<file path="src/rtl/matrix_3x3_ctrl.sv">
// rtl/matrix_3x3_ctrl.sv - pixel-stream sequencer for the 3x3 window generator
//
// Purpose: gates the raw pixel stream into the window generator, tracks the
// column/row of each accepted pixel and flags the cycles on which the 3x3
// window holds a complete in-image neighbourhood, with its centre coordinates.
//
// Ports:
//   clk          system clock
//   rst_n        asynchronous active-low reset
//   frame_start  one-cycle pulse before the first pixel of a frame
//   pix_de       pixel valid
//   pix_data     pixel value
//   mat_clken    clock enable to the window generator (combinational)
//   mat_data     data input to the window generator (= pix_data)
//   win_valid    window is a full in-image neighbourhood this cycle
//   win_x/win_y  centre (p22) coordinates, valid with win_valid
//   frame_done   pulse alongside the final valid window of a frame
//   frame_err    pulse when frame_start truncates an incomplete frame
//   busy         high while a frame is being accepted
module matrix_3x3_ctrl #(
  parameter int IMG_W = 640,
  parameter int IMG_H = 480,
  parameter int XW    = 10,
  parameter int YW    = 10
) (
  input  logic          clk,
  input  logic          rst_n,
  input  logic          frame_start,
  input  logic          pix_de,
  input  logic [7:0]    pix_data,
  output logic          mat_clken,
  output logic [7:0]    mat_data,
  output logic          win_valid,
  output logic [XW-1:0] win_x,
  output logic [YW-1:0] win_y,
  output logic          frame_done,
  output logic          frame_err,
  output logic          busy
);

  typedef enum logic [1:0] {
    ST_IDLE   = 2'd0,
    ST_ACTIVE = 2'd1,
    ST_DONE   = 2'd2
  } state_t;

  localparam logic [XW-1:0] LAST_COL = XW'(IMG_W - 1);
  localparam logic [YW-1:0] LAST_ROW = YW'(IMG_H - 1);

  state_t        state_q, state_d;
  logic [XW-1:0] col_q, col_d;
  logic [YW-1:0] row_q, row_d;
  logic          win_valid_q, win_valid_d;
  logic [XW-1:0] win_x_q, win_x_d;
  logic [YW-1:0] win_y_q, win_y_d;
  logic          frame_done_q, frame_done_d;
  logic          frame_err_q, frame_err_d;
  logic          busy_q, busy_d;
  logic          accept;

  // A pixel arriving together with frame_start belongs to no frame and is dropped.
  assign accept    = pix_de & (state_q == ST_ACTIVE) & ~frame_start;
  assign mat_clken = accept;
  assign mat_data  = pix_data;

  always_comb begin
    state_d      = state_q;
    col_d        = col_q;
    row_d        = row_q;
    win_valid_d  = 1'b0;
    win_x_d      = win_x_q;
    win_y_d      = win_y_q;
    frame_done_d = 1'b0;
    frame_err_d  = 1'b0;

    case (state_q)
      ST_ACTIVE: begin
        if (accept) begin
          // The pixel just shifted into p33 puts (col-1,row-1) at p22 next cycle.
          // Columns/rows 0 and 1 are masked: those windows straddle a line wrap
          // or still hold shift-RAM contents from the previous frame.
          if (col_q >= XW'(2) && row_q >= YW'(2)) begin
            win_valid_d = 1'b1;
            win_x_d     = col_q - XW'(1);
            win_y_d     = row_q - YW'(1);
          end
          if (col_q == LAST_COL) begin
            col_d = '0;
            if (row_q == LAST_ROW) begin
              row_d        = '0;
              state_d      = ST_DONE;
              frame_done_d = 1'b1;
            end else begin
              row_d = row_q + YW'(1);
            end
          end else begin
            col_d = col_q + XW'(1);
          end
        end
      end
      ST_DONE: state_d = ST_IDLE;
      default: state_d = ST_IDLE;
    endcase

    // frame_start overrides everything, from any state.
    if (frame_start) begin
      state_d     = ST_ACTIVE;
      col_d       = '0;
      row_d       = '0;
      frame_err_d = (state_q == ST_ACTIVE) && ((col_q != '0) || (row_q != '0));
    end

    busy_d = (state_d == ST_ACTIVE);
  end

  always_ff @(posedge clk or negedge rst_n) begin
    if (!rst_n) begin
      state_q      <= ST_IDLE;
      col_q        <= '0;
      row_q        <= '0;
      win_valid_q  <= 1'b0;
      win_x_q      <= '0;
      win_y_q      <= '0;
      frame_done_q <= 1'b0;
      frame_err_q  <= 1'b0;
      busy_q       <= 1'b0;
    end else begin
      state_q      <= state_d;
      col_q        <= col_d;
      row_q        <= row_d;
      win_valid_q  <= win_valid_d;
      win_x_q      <= win_x_d;
      win_y_q      <= win_y_d;
      frame_done_q <= frame_done_d;
      frame_err_q  <= frame_err_d;
      busy_q       <= busy_d;
    end
  end

  assign win_valid  = win_valid_q;
  assign win_x      = win_x_q;
  assign win_y      = win_y_q;
  assign frame_done = frame_done_q;
  assign frame_err  = frame_err_q;
  assign busy       = busy_q;

endmodule

</file>
<file path="config.mk">
export PLATFORM = sky130hd
export DESIGN_NAME = matrix_3x3_ctrl
export DESIGN_NICKNAME = d
export VERILOG_FILES = /design/src/rtl/matrix_3x3_ctrl.sv
export SDC_FILE = /design/constraint.sdc
export NUM_CORES = 1
export LEC_CHECK = 0
export BUFFER_PORTS_ARGS = -buffer_cell sky130_fd_sc_hd__buf_2
export CAP_MARGIN = 30
export CORE_UTILIZATION = 40
export DETAILED_ROUTE_END_ITERATION = 7
export GPL_ROUTABILITY_DRIVEN = 0
export PLACE_DENSITY = 0.63
export REMOVE_ABC_BUFFERS = 1
export SLEW_MARGIN = 5
export SYNTH_ARGS = -nofsm -noshare
export SYNTH_HDL_FRONTEND = slang
export SYNTH_SLANG_ARGS = --single-unit
export TNS_END_PERCENT = 100
</file>
<file path="constraint.sdc">
create_clock -name clk -period 4 [get_ports clk]
set_clock_uncertainty 0.05 [all_clocks]
set_input_delay 0.4 -clock clk [delete_from_list [all_inputs] [get_ports clk]]
set_output_delay 0.4 -clock clk [all_outputs]
set_load 0.01 [all_outputs]
</file>
==> results of run 1 <==
==> area by class of cell <==
| class | instances | share of cell area |
|---|---|---|
| Timing Repair Buffer | 29 | 0.0567 |
| Inverter | 14 | 0.0186 |
| Clock buffer | 7 | 0.0270 |
| Multi-Input combinational cell | 163 | 0.456 |
| Tap cell | 77 | 0.0341 |
| Sequential cell | 46 | 0.408 |
==> layout by cell type, fill, tap and decap left out, types with 2 or more instances in the layout <==
cell / instances
a31oi_1: 6
nor3_1: 5
xnor2_1: 10
nor2_1: 20
nand2_1: 7
and4_1: 3
nor3_2: 2
o31a_1: 2
mux2i_1: 2
o21ai_0: 5
inv_1: 13
mux2_4: 17
clkbuf_8: 5
a21oi_1: 3
or3_1: 3
buf_2: 28
o2111ai_1: 2
or4_4: 2
and2_1: 2
o211ai_1: 6
and3_1: 2
nand3_1: 15
nand4_1: 5
ha_1: 8
xor2_1: 11
mux2_2: 2
dfrtp_1: 46
o31ai_1: 3
clkbuf_1: 2
or4_1: 5
==> path summary, 6_finish.rpt <==
| path | to | slack [ps] | depth (start not counted) |
|---|---|---|---|
| max in group asynchronous | win_x[5] | 3420 | 2 |
| worst max register to register | win_y[8] | 1750 | 4 |
| min in group clk | col_q[8] | 410 | 2 |
| worst max-delay path | win_y[8] | 1750 | 4 |
| worst min register to register | win_x[8] | 460 | 1 |
| worst min-delay path | win_y[7] | -10 | 1 |
==> layer usage <==
layer / wire [µm] / vias up / track usage
li1: - / 889 / -
met1: 2560 / 896 / 0.225
met2: 2220 / 66 / 0.219
met3: 269 / 8 / 0.0356
met4: 97 / 0 / 0.0786
met5: 0 / - / 0
==> power groups by stage <==
stage | Clock, µW | Combinational [µW] | Sequential (µW)
2_1_floorplan | 0 | 39.5 | 488
3_3_place_gp | 0 | 67.3 | 487
3_5_place_dp | 0 | 70.5 | 487
4_1_cts | 283 | 70.7 | 478
5_1_grt | 299 | 78.0 | 479
6_report | 269 | 68.8 | 478
==> cells by family after synthesis <==
family,after synthesis,synth area share
and+or+nand+nor,80,0.174
xor gates and xnor gates,21,0.0691
DFF,46,0.433
muxes,21,0.112
buffers and inverters,38,0.0837
AOI/OAI and AO/OA,33,0.0907
adders and majority gates,8,0.0376
==> through the flow <==
step	util	total power (µW)	area [µm²]
floorplan	-	528	2490
global placement	0.427	554	2730
detailed placement	0.430	558	2750
CTS	0.442	831	2820
global route	0.442	857	2820
finish	0.442	816	2820
==> flip-flops by register name (all words and copies together), names as in the netlist <==
signal,flops
busy,1
frame_err,1
win_y,10
col_q,10
frame_done,1
win_valid,1
row_q,10
win_x,10
state_q,2
==> flow_summary_export.csv, run 1 <==
group,metric,value,unit
clocking,cts-root-buf,"clkbuf_8",
global_routing,groute.usage.overall,0.156,
setup_path,cpMaxStageDelayCell,"or4_4",
timing,max_slew.worst_pin.slew,447,ps
global_routing,grt_pass1_wl,8780,µm
floorplanning,die_w,83.6,µm
clocking,htreeDepth,2,
synth,yosysWarnings,0,
finish,nFillCells,613,
setup_path,crit_required,4140,ps
setup_path,critical_path.startpoint,"row_q[4]",
synth,ys_ff_latch,46,
placement,io_buffer_count,28,
setup_path,critical_path.top_delay_family,"simple AND/OR/NAND/NOR gates",
floorplanning,start_util,0.417,
outcome,violations,"hold timing",
finish,regArea,0.00115,mm²
routing,postRouteAntennaNets,0,
setup_path,critical_path_class,"flop to flop",
timing,max_freq,0.445,GHz
setup_path,crit_chain,"or4_4 -> nor2_4 -> a221o_4 -> mux2_2",
floorplanning,rows,29,
timing,final-hold-violation-count,19,
setup_path,rr_startpoint,"row_q[4]",
finish,antenna_cells,0,
synth,synth_area_leaders,"dfrtp_1, mux2_4, ha_1",
timing,period_minus_slack,2250,ps
run,max_cap_viol_count,0,
power_and_ir_drop,p_sw_frac,0.239,
synth,synth-edff-count,0,
floorplanning,core_region_area,0.00639,mm²
setup_path,cp_data_arrival_time,2390,ps
synth,synth.avg_cell_area,10.8,µm²
synth,ys_types,48,
hold_path,hold_class,"input port to asynchronous set/reset pin",
setup_path,crit_buf_inv,0,
finish,stdcell_count,336,
clocking,cts_setup_buffers,0,
outcome,outcome,"finished with violations",
setup_path,max_stage_delay,630,ps
power_and_ir_drop,irDropWorstVdd,143,µV
routing,drt_iter0_markers,113,
global_routing,antenna_found_initial,0,
setup_path,start_kind,"flop",
clocking,clkLatencyLatePin,300,ps
power_and_ir_drop,p_per_area,289,mW/mm²
clocking,cts_tree,"built",
synth,synth.most_common_cell,"dfrtp_1",
synth,synthDominantCellAreaShare,0.433,
global_routing,grt_max_degree,28,
finish,syn2layout_area_growth,6.11,%
timing,finalCritPeriodShare,0.562,
routing,post_drt_wl_per_cell,15.3,µm
finish,drive_above_1_share,0.236,
routing,routed_wl,5140,µm
global_routing,grt_pass1_vias,1772,
power_and_ir_drop,p_sw,195,µW
placement,pre_cts_ws,1770,ps
floorplanning,ioPinCount,45,
synth,yosysSeqAreaShare,0.433,
placement,place_hpwl,3680,µm
synth,synth_area_leader_cell,"dfrtp_1",
clocking,clock_sinks,46,
setup_path,cp-end-kind,"flop",
finish,multiInputGateArea,0.00129,mm²
timing,drv_slew,0,
setup_path,crit_fanout,21,
timing,setup_ws,1750,ps
routing,dr_total_vias,1859,
placement,place_inst,329,
power_and_ir_drop,p_int,621,µW
routing,dr.pass1.iters,4,
clocking,ctsResizeCount,0,
synth,synthArstFlopShare,1.00,
power_and_ir_drop,combPwrFrac,0.084,
timing,hold_slack,-13.7,ps
timing,slew_headroom,0.702,
power_and_ir_drop,clkPwrFrac,0.330,
clocking,clk_path_buf_depth,2,
timing,tns,0,ps
power_and_ir_drop,p_leak,0.00140,µW
synth,synthCells,247,
routing,avgViaCountPerCell,5.53,
synth,synth_flop_cell,"dfrtp_1",
clocking,numCtsBuffers,5,
synth,synth_area,0.00266,mm²
timing,final-setup-viol-count,0,
finish,fin_nets,279,
timing,rsz0062_at_grt,"no",
global_routing,overflow,0,
clocking,clk_pin_slew,80,ps
power_and_ir_drop,seqPwrFrac,0.586,
floorplanning,die_h,83.6,µm
floorplanning,die_area,0.00698,mm²
clocking,hold_buffers,0,
routing,drc,0,
synth,ys_top_cells_by_count,"dfrtp_1, nor2_1, mux2_4",
(Power assumes the default switching activity.)
==> run 2, diff against run 1 <==
==> constraint.sdc (replaced) <==
create_clock -name clk -period 2.15 [get_ports clk]
set_clock_uncertainty 0.05 [all_clocks]
set_input_delay 0.215 -clock clk [delete_from_list [all_inputs] [get_ports clk]]
set_output_delay 0.215 -clock clk [all_outputs]
set_load 0.01 [all_outputs]
==> run 2 against run 1 <==
  * The run now ends clean
  * Combinational power increased by 92%
  * Via count increased by 3.9%
  * Sequential power increased by 86%
  * Non-clock buffer count increased by 25
  * Largest cell class unchanged
==> flow_summary_export.csv, run 2 (same netlist as run 1, synthesis figures left out) <==
group,metric,value,unit
outcome,outcome,"finished, final reports clean",
hold_path,hold_depth,3,
setup_path,crit_chain,"ha_1 -> nand4_1 -> or4_1 -> o211ai_1 -> o21ai_0",
routing,post_drt_wl_per_cell,14.7,µm
global_routing,overflow,0,
run,max_cap_viol_count,0,
power_and_ir_drop,clkPwrFrac,0.354,
clocking,numCtsBuffers,5,
placement,place_hpwl,3880,µm
timing,rsz0062_at_grt,"no",
clocking,cts-root-buf,"clkbuf_8",
timing,drv_slew,0,
power_and_ir_drop,p_leak,0.00155,µW
finish,drive_above_1_share,0.305,
setup_path,cp-end-kind,"flop",
setup_path,start_kind,"flop",
floorplanning,start_util,0.417,
finish,syn2layout_area_growth,14.3,%
floorplanning,die_w,83.6,µm
finish,antenna_cells,0,
timing,slew_headroom,0.622,
finish,final_cell_mix,"dfrtp_1, buf_2, buf_4, nor2_1, mux2_4",
hold_path,hold_class,"input port to flop",
routing,postRouteAntennaNets,0,
clocking,cts_tree,"built",
timing,period_minus_slack,1990,ps
setup_path,cpMaxStageDelayCell,"or4_1",
clocking,clock_sinks,46,
routing,drt_iter0_markers,90,
clocking,cts_setup_buffers,0,
placement,io_buffer_count,28,
routing,dr.pass1.iters,4,
setup_path,cp_data_arrival_time,2110,ps
floorplanning,rows,29,
power_and_ir_drop,seqPwrFrac,0.562,
clocking,hold_buffers,1,
power_and_ir_drop,p_sw_frac,0.244,
setup_path,critical_path_class,"flop to flop",
floorplanning,core_region_area,0.00639,mm²
timing,max_slew.worst_pin.slew,567,ps
setup_path,max_stage_delay,690,ps
floorplanning,ioPinCount,45,
timing,max_freq,0.502,GHz
floorplanning,die_area,0.00698,mm²
timing,tns,0,ps
global_routing,grt_pass1_wl,9100,µm
global_routing,antenna_found_initial,0,
setup_path,crit_required,2270,ps
floorplanning,die_h,83.6,µm
placement,dpl_cell_area,0.00294,mm²
routing,drc,0,
power_and_ir_drop,irDropWorstVdd,338,µV
global_routing,grt_pass1_vias,1829,
power_and_ir_drop,p_int,1190,µW
global_routing,grt_max_degree,47,
clocking,clkLatencyLatePin,300,ps
routing,avgViaCountPerCell,5.33,
clocking,ctsResizeCount,0,
power_and_ir_drop,combPwrFrac,0.084,
clocking,clk_path_buf_depth,2,
setup_path,r2r_cells,5,
routing,routed_wl,5340,µm
finish,final_common_cell,"dfrtp_1",
setup_path,crit_fanout,9,
power_and_ir_drop,p_sw,386,µW
finish,finalInstanceArea,0.00304,mm²
finish,fin_nets,304,
global_routing,groute.usage.overall,0.162,
clocking,htreeDepth,2,
clocking,clk_pin_slew,90,ps
timing,final-hold-violation-count,0,
routing,dr_total_vias,1931,
timing,final-setup-viol-count,0,
timing,finalCritPeriodShare,0.927,
finish,nFillCells,596,
power_and_ir_drop,p_per_area,519,mW/mm²
==> run 2: cell types whose count changed in the layout (fill, tap and decap cells not counted) <==
| cell | previous run | this run |
|---|---|---|
| buf_4 | 0 | 23 |
| clkbuf_1 | 2 | 1 |
| clkbuf_8 | 5 | 6 |
| dlygate4sd3_1 | 0 | 1 |
| clkinv_2 | 0 | 1 |
| buf_12 | 1 | 2 |
==> run 2: through the flow <==
step           power [µW]  hold WS (ps)   util  cells  worst slack (ps)
4_1_cts              1600           234  0.476    362               173
6_report             1580           240  0.476    362               157
2_1_floorplan         982          -131      -    223              60.1
3_5_place_dp         1040           288  0.460    353               197
5_1_grt              1650           255  0.476    362              17.9
3_3_place_gp         1040           282  0.460    353               198
==> run 2: final cells by class <==
class	count	area [µm²]	area share
Tap cell	77	96.3	0.0317
Inverter	14	52.6	0.0173
Timing Repair Buffer	54	363	0.119
Clock buffer	7	86.3	0.0284
Clock inverter	1	5.00	0.00165
Multi-Input combinational cell	163	1290	0.423
Sequential cell	46	1150	0.378
==> run 2: power groups by stage <==
stage / registers, µW / clock network [µW] / logic, µW
after floorplan: 908 / 0 / 73.5
after global placement: 905 / 0 / 133
after detailed placement: 906 / 0 / 133
after CTS: 888 / 572 / 135
after global routing: 891 / 606 / 149
final: 888 / 558 / 132
==> run 2: path summary, 6_finish.rpt <==
| kind | start | end | slack, ps |
|---|---|---|---|
| max in group asynchronous | rst_n | col_q[3] | 1180 |
| worst max register to register | row_q[0] | row_q[9] | 160 |
| min in group asynchronous | rst_n | win_y[9] | 470 |
| worst min register to register | win_x[3] | win_x[3] | 460 |
| worst min-delay path | frame_start | row_q[8] | 240 |
| worst max-delay path | row_q[0] | row_q[9] | 160 |
==> run 2: worst max-delay path, delay by kind of cell (launching register included) <==
family	cells	cell delay (ps)
DFF	1	430
adders and majority gates	1	220
and+or+nand+nor	2	870
AOI/OAI and AO/OA	2	300
==> run 2: per-layer routing <==
metal / up-vias / share of wire / global-route usage / wire (µm)
li1: 940 / - / - / -
met1: 917 / 0.51 / 0.244 / 2730
met2: 66 / 0.43 / 0.225 / 2280
met3: 8 / 0.045 / 0.0356 / 238
met4: 0 / 0.017 / 0.0601 / 92
met5: - / 0 / 0 / 0
